[src/rtl/mc_pkg.sv]
// Shared encodings for the multi-cycle control unit: FSM states, opcodes,
// R-type function codes, ALU operations, next-PC and write-register selects,
// and the instruction classes produced by mc_decode.
package mc_pkg;

  typedef enum logic [2:0] {
    StIf   = 3'b000,
    StId   = 3'b001,
    StExe  = 3'b010,
    StMem  = 3'b011,
    StWb   = 3'b100,
    StHalt = 3'b111
  } state_e;

  // Opcodes
  localparam logic [5:0] OpRtype = 6'b000000;
  localparam logic [5:0] OpAddi  = 6'b001000;
  localparam logic [5:0] OpOri   = 6'b001101;
  localparam logic [5:0] OpSlti  = 6'b001010;
  localparam logic [5:0] OpLw    = 6'b100011;
  localparam logic [5:0] OpSw    = 6'b101011;
  localparam logic [5:0] OpBeq   = 6'b000100;
  localparam logic [5:0] OpBne   = 6'b000101;
  localparam logic [5:0] OpJ     = 6'b000010;
  localparam logic [5:0] OpJal   = 6'b000011;
  localparam logic [5:0] OpHalt  = 6'b111111;

  // R-type function codes
  localparam logic [5:0] FnAdd = 6'b100000;
  localparam logic [5:0] FnSub = 6'b100010;
  localparam logic [5:0] FnAnd = 6'b100100;
  localparam logic [5:0] FnOr  = 6'b100101;
  localparam logic [5:0] FnSlt = 6'b101010;
  localparam logic [5:0] FnSll = 6'b000000;
  localparam logic [5:0] FnJr  = 6'b001000;

  // ALU operations
  localparam logic [2:0] AluAdd = 3'b000;
  localparam logic [2:0] AluSub = 3'b001;
  localparam logic [2:0] AluAnd = 3'b010;
  localparam logic [2:0] AluOr  = 3'b011;
  localparam logic [2:0] AluSll = 3'b100;
  localparam logic [2:0] AluSlt = 3'b101;

  // Next-PC select
  localparam logic [1:0] PcSelPc4 = 2'b00;
  localparam logic [1:0] PcSelBr  = 2'b01;
  localparam logic [1:0] PcSelJmp = 2'b10;
  localparam logic [1:0] PcSelRs  = 2'b11;

  // Write-register select
  localparam logic [1:0] RegDstRt = 2'b00;
  localparam logic [1:0] RegDstRd = 2'b01;
  localparam logic [1:0] RegDst31 = 2'b10;

  // Instruction classes; each class has a fixed state path through the FSM
  typedef enum logic [3:0] {
    ClsRAlu    = 4'd0,
    ClsIAlu    = 4'd1,
    ClsLw      = 4'd2,
    ClsSw      = 4'd3,
    ClsBeq     = 4'd4,
    ClsBne     = 4'd5,
    ClsJ       = 4'd6,
    ClsJal     = 4'd7,
    ClsJr      = 4'd8,
    ClsHalt    = 4'd9,
    ClsIllegal = 4'd10
  } cls_e;

endpackage

[src/rtl/mc_decode.sv]
// Combinational instruction decoder: op/func to instruction class, ALU
// operation, operand selects, sign-extend enable and an illegal flag.
// ALUSrcA=1 selects the shift amount (sll); ALUSrcB=1 selects the immediate.
module mc_decode
  import mc_pkg::*;
(
  input  logic [5:0] i_op,
  input  logic [5:0] i_func,
  output logic [3:0] o_cls,
  output logic [2:0] o_aluop,
  output logic       o_alu_src_a,
  output logic       o_alu_src_b,
  output logic       o_ext_sel,
  output logic       o_illegal
);

  // Decode table; anything not listed falls through as illegal
  always_comb begin
    o_cls       = ClsIllegal;
    o_aluop     = AluAdd;
    o_alu_src_a = 1'b0;
    o_alu_src_b = 1'b0;
    o_ext_sel   = 1'b0;
    case (i_op)
      OpRtype: begin
        case (i_func)
          FnAdd: begin o_cls = ClsRAlu; o_aluop = AluAdd; end
          FnSub: begin o_cls = ClsRAlu; o_aluop = AluSub; end
          FnAnd: begin o_cls = ClsRAlu; o_aluop = AluAnd; end
          FnOr:  begin o_cls = ClsRAlu; o_aluop = AluOr;  end
          FnSlt: begin o_cls = ClsRAlu; o_aluop = AluSlt; end
          FnSll: begin o_cls = ClsRAlu; o_aluop = AluSll; o_alu_src_a = 1'b1; end
          FnJr:  o_cls = ClsJr;
          default: o_cls = ClsIllegal;
        endcase
      end
      OpAddi: begin
        o_cls = ClsIAlu; o_aluop = AluAdd; o_alu_src_b = 1'b1; o_ext_sel = 1'b1;
      end
      OpOri: begin
        o_cls = ClsIAlu; o_aluop = AluOr; o_alu_src_b = 1'b1;
      end
      OpSlti: begin
        o_cls = ClsIAlu; o_aluop = AluSlt; o_alu_src_b = 1'b1; o_ext_sel = 1'b1;
      end
      OpLw: begin
        o_cls = ClsLw; o_aluop = AluAdd; o_alu_src_b = 1'b1; o_ext_sel = 1'b1;
      end
      OpSw: begin
        o_cls = ClsSw; o_aluop = AluAdd; o_alu_src_b = 1'b1; o_ext_sel = 1'b1;
      end
      OpBeq: begin o_cls = ClsBeq; o_aluop = AluSub; o_ext_sel = 1'b1; end
      OpBne: begin o_cls = ClsBne; o_aluop = AluSub; o_ext_sel = 1'b1; end
      OpJ:    o_cls = ClsJ;
      OpJal:  o_cls = ClsJal;
      OpHalt: o_cls = ClsHalt;
      default: o_cls = ClsIllegal;
    endcase
  end

  assign o_illegal = (o_cls == ClsIllegal);

endmodule

[src/rtl/mc_ctrl.sv]
// Multi-cycle control unit: IF/ID/EXE/MEM/WB state machine with a MEM wait
// counter, sticky illegal flag and a free-running cycle counter.
// Optional feature: define MC_CTRL_STEP_EN to add the `step` port; the FSM
// and counters then advance only on edges where step=1, and write enables
// are gated by step so each write happens once per step.
module mc_ctrl
  import mc_pkg::*;
#(
  parameter int unsigned MEM_WAIT = 0,
  parameter int unsigned CNT_W    = 16
) (
  input  logic             clk,
  input  logic             nRST,
`ifdef MC_CTRL_STEP_EN
  input  logic             step,
`endif
  input  logic [5:0]       op,
  input  logic [5:0]       func,
  input  logic             zero,
  output logic             PCWre,
  output logic             IRWre,
  output logic             RegWr,
  output logic [1:0]       RegDst,
  output logic             DB,
  output logic             nRD,
  output logic             nWR,
  output logic [1:0]       PCSel,
  output logic [2:0]       ALUop,
  output logic             ALUSrcA,
  output logic             ALUSrcB,
  output logic             ExtSel,
  output logic [2:0]       state,
  output logic             instr_done,
  output logic             halted,
  output logic             illegal,
  output logic [CNT_W-1:0] cyc_cnt
);

  state_e           r_state;
  logic [3:0]       r_wait;
  logic             r_illegal;
  logic [CNT_W-1:0] r_cyc_cnt;

  state_e     w_next;
  logic [3:0] w_cls;
  logic       w_dec_illegal;
  logic       w_adv;
  logic       w_gate;
  logic       w_mem_last;
  logic       w_pc_wre;
  logic       w_reg_wr;
  logic       w_ir_wre;
  logic       w_rd;
  logic       w_wr;
  logic       w_db;
  logic       w_halt_entry;
  logic [1:0] w_reg_dst;
  logic [1:0] w_pc_sel;

`ifdef MC_CTRL_STEP_EN
  assign w_adv = step;
`else
  assign w_adv = 1'b1;
`endif

  // Write enables drop while in reset and, in step mode, between steps
  assign w_gate     = nRST & w_adv;
  assign w_mem_last = (r_wait == 4'(MEM_WAIT));

  mc_decode u_decode (
    .i_op        (op),
    .i_func      (func),
    .o_cls       (w_cls),
    .o_aluop     (ALUop),
    .o_alu_src_a (ALUSrcA),
    .o_alu_src_b (ALUSrcB),
    .o_ext_sel   (ExtSel),
    .o_illegal   (w_dec_illegal)
  );

  // Next state and raw (ungated) control outputs from state, class and zero
  always_comb begin
    w_next       = r_state;
    w_pc_wre     = 1'b0;
    w_reg_wr     = 1'b0;
    w_ir_wre     = 1'b0;
    w_rd         = 1'b0;
    w_wr         = 1'b0;
    w_db         = 1'b0;
    w_halt_entry = 1'b0;
    w_reg_dst    = RegDstRt;
    w_pc_sel     = PcSelPc4;
    case (r_state)
      StIf: begin
        w_ir_wre = 1'b1;
        w_next   = StId;
      end
      StId: begin
        case (w_cls)
          ClsJ: begin
            w_pc_sel = PcSelJmp; w_pc_wre = 1'b1; w_next = StIf;
          end
          ClsJal: begin
            w_pc_sel  = PcSelJmp; w_pc_wre = 1'b1; w_next = StIf;
            w_reg_wr  = 1'b1;
            w_reg_dst = RegDst31;
          end
          ClsJr: begin
            w_pc_sel = PcSelRs; w_pc_wre = 1'b1; w_next = StIf;
          end
          ClsHalt: begin
            w_halt_entry = 1'b1; w_next = StHalt;
          end
          ClsIllegal: begin
            w_pc_wre = 1'b1; w_next = StIf;
          end
          default: w_next = StExe;
        endcase
      end
      StExe: begin
        case (w_cls)
          ClsBeq: begin
            w_pc_sel = zero ? PcSelBr : PcSelPc4; w_pc_wre = 1'b1; w_next = StIf;
          end
          ClsBne: begin
            w_pc_sel = zero ? PcSelPc4 : PcSelBr; w_pc_wre = 1'b1; w_next = StIf;
          end
          ClsLw, ClsSw: w_next = StMem;
          default:      w_next = StWb;
        endcase
      end
      StMem: begin
        w_rd = (w_cls == ClsLw);
        // Write strobe only in the final MEM cycle so the RAM sees one write
        w_wr = (w_cls == ClsSw) && w_mem_last;
        if (w_mem_last) begin
          if (w_cls == ClsSw) begin
            w_pc_wre = 1'b1;
            w_next   = StIf;
          end else begin
            w_next = StWb;
          end
        end
      end
      StWb: begin
        w_reg_wr  = 1'b1;
        w_db      = (w_cls == ClsLw);
        w_reg_dst = (w_cls == ClsRAlu) ? RegDstRd : RegDstRt;
        w_pc_wre  = 1'b1;
        w_next    = StIf;
      end
      StHalt:  w_next = StHalt;
      default: w_next = StIf;
    endcase
  end

  assign PCWre      = w_pc_wre & w_gate;
  assign RegWr      = w_reg_wr & w_gate;
  assign IRWre      = w_ir_wre & w_gate;
  assign nWR        = ~(w_wr & w_gate);
  assign nRD        = ~(w_rd & nRST);
  assign DB         = w_db;
  assign RegDst     = w_reg_dst;
  assign PCSel      = w_pc_sel;
  assign instr_done = (w_pc_wre | w_halt_entry) & w_gate;
  assign state      = r_state;
  assign halted     = (r_state == StHalt);
  assign illegal    = r_illegal;
  assign cyc_cnt    = r_cyc_cnt;

  // State, wait counter, illegal flag and cycle counter; reset overrides step
  always_ff @(posedge clk) begin
    if (!nRST) begin
      r_state   <= StIf;
      r_wait    <= 4'd0;
      r_illegal <= 1'b0;
      r_cyc_cnt <= '0;
    end else if (w_adv) begin
      r_state <= w_next;
      if (r_state == StMem && !w_mem_last) begin
        r_wait <= r_wait + 4'd1;
      end else begin
        r_wait <= 4'd0;
      end
      if (r_state == StId && w_dec_illegal) begin
        r_illegal <= 1'b1;
      end
      if (r_state != StHalt) begin
        r_cyc_cnt <= r_cyc_cnt + CNT_W'(1);
      end
    end
  end

endmodule

[config.mk]
export PLATFORM = sky130hd
export DESIGN_NAME = mc_ctrl
export DESIGN_NICKNAME = d
export VERILOG_FILES = /design/src/rtl/mc_pkg.sv /design/src/rtl/mc_decode.sv /design/src/rtl/mc_ctrl.sv
export SDC_FILE = /design/constraint.sdc
export NUM_CORES = 1
export LEC_CHECK = 0
export ABC_CLOCK_PERIOD_IN_PS = 4150
export BUFFER_PORTS_ARGS = -buffer_cell sky130_fd_sc_hd__buf_4
export CORE_UTILIZATION = 35
export CTS_CLUSTER_SIZE = 12
export DETAILED_ROUTE_END_ITERATION = 10
export GPL_TIMING_DRIVEN = 0
export SLEW_MARGIN = 20
export SYNTH_ARGS = -nofsm -noshare
export SYNTH_HDL_FRONTEND = slang
export SYNTH_SLANG_ARGS = --single-unit
[constraint.sdc]
create_clock -name clk -period 4.15 [get_ports clk]
set_clock_uncertainty 0.15 [all_clocks]
set_input_delay 0.83 -clock clk [delete_from_list [all_inputs] [get_ports clk]]
set_output_delay 0.83 -clock clk [all_outputs]
set_load 0.02 [all_outputs]
==> impl_metrics.tcl <==
set metrics [dict create \
    syn2layout_area_growth_pct 30.55 \
    crit_path_end_kind "output port" \
    r2r_slack_ns 2.18 \
    grt_max_degree 15 \
    yosysWarnings 0 \
    cts_hold_buffers 0 \
    max_freq_mhz 271.1 \
    leakage_nw 0.8906 \
    setup_ws_ns 0.4613 \
    cap_violations 0 \
    postCtsSetupRepairBufs 0 \
    grt-ovfl-total 0 \
    cts_max_level 1 \
    cp_max_fo 10 \
    first_iter_violations 40 \
    drt_first_pass_iters 4 \
    holdCritPathClass "flip-flop to flip-flop" \
    die_y_um 72.44 \
    avgSynthCellArea_sq_um 7.266 \
    dp.cells 356 \
    r2r-start "state[1]$_SDFFE_PN0P_" \
    syn_area_sq_um 1737 \
    synth_edf_count 0 \
    cp-startpoint "op[5]" \
    antenna_found_initial 0 \
    viasPerCell 5.017 \
    num_rows 25 \
    wl_per_cell_um 11.99 \
    fin_hold_ws_ns 0.3028 \
    drc 0 \
    port_buffers 50 \
    drive_gt1_frac 0.2321 \
    ys_async_sr_fraction 0 \
    grtUsageTotal 0.1690 \
    path_clk_slew_ns 0.08 \
    syn-num-nets 257 \
    reg2reg_depth 5 \
    die_area_sq_um 5248 \
    gp_congestion 0.8738 \
    endpoint "PCSel[0]" \
    drv_slew 0 \
    status "finished, final reports clean" \
    rr_endpoint "cyc_cnt[8]$_SDFFE_PN0N_" \
    setup_viol 0 \
    start_util 0.3653 \
    die_x_um 72.44 \
    insertion_delay_ns 0.26 \
    syn-instance-count 239 \
    crit_arrival_ns 2.71 \
    grt_pass1_wl_mm 7.120 \
    crit_path_start_kind "input pin" \
    finalHoldViolations 0 \
    post_cts_resized 0 \
    cts.sinks 24 \
    vias 1806 \
    ys_seq_area_frac 0.2767 \
    dp_hpwl_mm 3.456 \
    synth.distinct_cells 55 \
    final_nets 312 \
    totalWireLength_mm 4.316 \
    fill_cells 511 \
    post-route-util 0.4768 \
    tns_ns 0 \
    cts_inserted_buffers 3 \
    instances_no_fill 360 \
    cts_tree "built" \
    required_ns 3.17 \
    place_ws_ns 0.4765 \
    n_antenna_cell 0 \
    p_per_area_nw_per_um2 245.8 \
    clockBufferDepth 2 \
    ys.flop_type "dfxtp_1" \
    ioPinCount 53 \
    critPathKind "input pin to output port" \
    period_share 0.8888 \
    grt_setup_unrepaired "false" \
    tightest_slew_ns 0.6286 \
    ys_seq_elements 24 \
    slew_headroom 0.5750 \
    grt_pass1_vias 1589 \
    core_area_sq_um 4755 \
    clockRootBuffer "clkbuf_8" \
    ant_nets 0 \
    ir_drop_mv 0.1008 \
    period_minus_slack_ns 3.689 \
]
-- per-stage QoR --
step / total power, mW / cell area (sq um)
6_report: 0.5573 / 2267
5_1_grt: 0.5825 / 2267
4_1_cts: 0.5638 / 2267
3_5_place_dp: 0.3592 / 2196
3_3_place_gp: 0.3594 / 2196
2_1_floorplan: 0.3166 / 1737
-- synthesized netlist by cell type (all sizes together) (5+ instances only) --
| master | n | area share |
|---|---|---|
| xnor2 | 10 | 0.050 |
| buf | 5 | 0.019 |
| or3 | 8 | 0.032 |
| nor2 | 32 | 0.069 |
| nor3 | 12 | 0.040 |
| dfxtp | 24 | 0.28 |
| nand2 | 19 | 0.041 |
| o21ai | 7 | 0.020 |
| nand3 | 14 | 0.040 |
| xor2 | 6 | 0.030 |
| and3 | 6 | 0.022 |
| nand4 | 5 | 0.018 |
| a21oi | 11 | 0.032 |
| a31oi | 6 | 0.022 |
| clkbuf | 9 | 0.019 |
| inv | 15 | 0.032 |
-- layer usage --
metal  vias up  share of wire  GRT usage
li1        958              -          -
met1       797           0.48     0.2161
met2        43           0.46     0.2866
met3         8          0.035    0.02361
met4         0          0.023    0.06536
met5         -              0          0
-- cells by family after synthesis --
| family | after synthesis | share of synthesized area |
|---|---|---|
| and+or+nand+nor | 125 | 0.3869 |
| AOI/OAI and AO/OA | 41 | 0.1571 |
| xor gates and xnor gates | 16 | 0.08069 |
| DFF | 24 | 0.2767 |
| adders and majority gates | 3 | 0.02162 |
| muxes | 1 | 0.005764 |
| buffers and inverters | 29 | 0.07132 |
-- sequential cells by signal, summed over array words and instances (netlist names) --
signal and count:
cyc_cnt 16, r_wait 4, state 3, illegal 1
-- worst min-delay path by stage --
stage                          from              endpoint  slack [ns]  depth (start not counted)
3_5_place_dp   illegal$_SDFFE_PN0P_  illegal$_SDFFE_PN0P_        0.29                          2
4_1_cts        illegal$_SDFFE_PN0P_  illegal$_SDFFE_PN0P_        0.31                          2
5_1_grt        illegal$_SDFFE_PN0P_  illegal$_SDFFE_PN0P_        0.36                          2
6_report       illegal$_SDFFE_PN0P_  illegal$_SDFFE_PN0P_        0.30                          2
2_1_floorplan  r_wait[0]$_SDFF_PN0_  r_wait[0]$_SDFF_PN0_        0.28                          1
3_3_place_gp   illegal$_SDFFE_PN0P_  illegal$_SDFFE_PN0P_        0.30                          2
-- layout by cell type, fill, tap and decap left out, types with 2 or more instances in the layout --
cell | Yosys | layout
o21ai_0 | 7 | 7
a31oi_1 | 6 | 6
or3_1 | 7 | 7
a21oi_1 | 11 | 11
nor4_1 | 4 | 4
a41oi_1 | 2 | 2
nor3_1 | 10 | 10
and3_1 | 6 | 6
dfxtp_1 | 24 | 24
clkbuf_8 | 0 | 3
clkbuf_1 | 9 | 9
nand4_1 | 5 | 5
buf_4 | 1 | 51
xnor2_1 | 10 | 10
nor2_1 | 32 | 32
nand2b_1 | 4 | 4
nor4b_1 | 3 | 3
nand3_1 | 14 | 14
or2_2 | 2 | 2
ha_1 | 3 | 3
xor2_1 | 6 | 6
inv_1 | 15 | 15
buf_2 | 3 | 3
nand2_1 | 19 | 19
nor2b_1 | 4 | 4
nor3_2 | 2 | 2
-- cell type report --
cell class	count	area, sq um	area share
plain buffers	14	67.56	0.02980
clock buffers	3	41.29	0.01821
clock inverters	1	30.03	0.01325
inverters	15	56.30	0.02483
multi-input cells	186	1132	0.4995
flip-flops and latches	24	480.5	0.2119
well taps	67	83.83	0.03698
repair buffers	50	375.4	0.1656
-- critical path, cell delays in order --
cell	delay, ns
buf_4	0.12
buf_6	0.13
or2_4	0.26
a221oi_1	0.38
nor3_1	0.14
or4b_1	0.52
a31oi_1	0.18
buf_4	0.16
-- report_power, final --
| part | switching, mW | internal, mW | total, mW |
|---|---|---|---|
| combinational | 0.0657 | 0.0476 | 0.113 |
| sequential | 0.00495 | 0.236 | 0.241 |
| clock | 0.0745 | 0.129 | 0.203 |
Note: power is estimated with default switching activity, not from simulation.
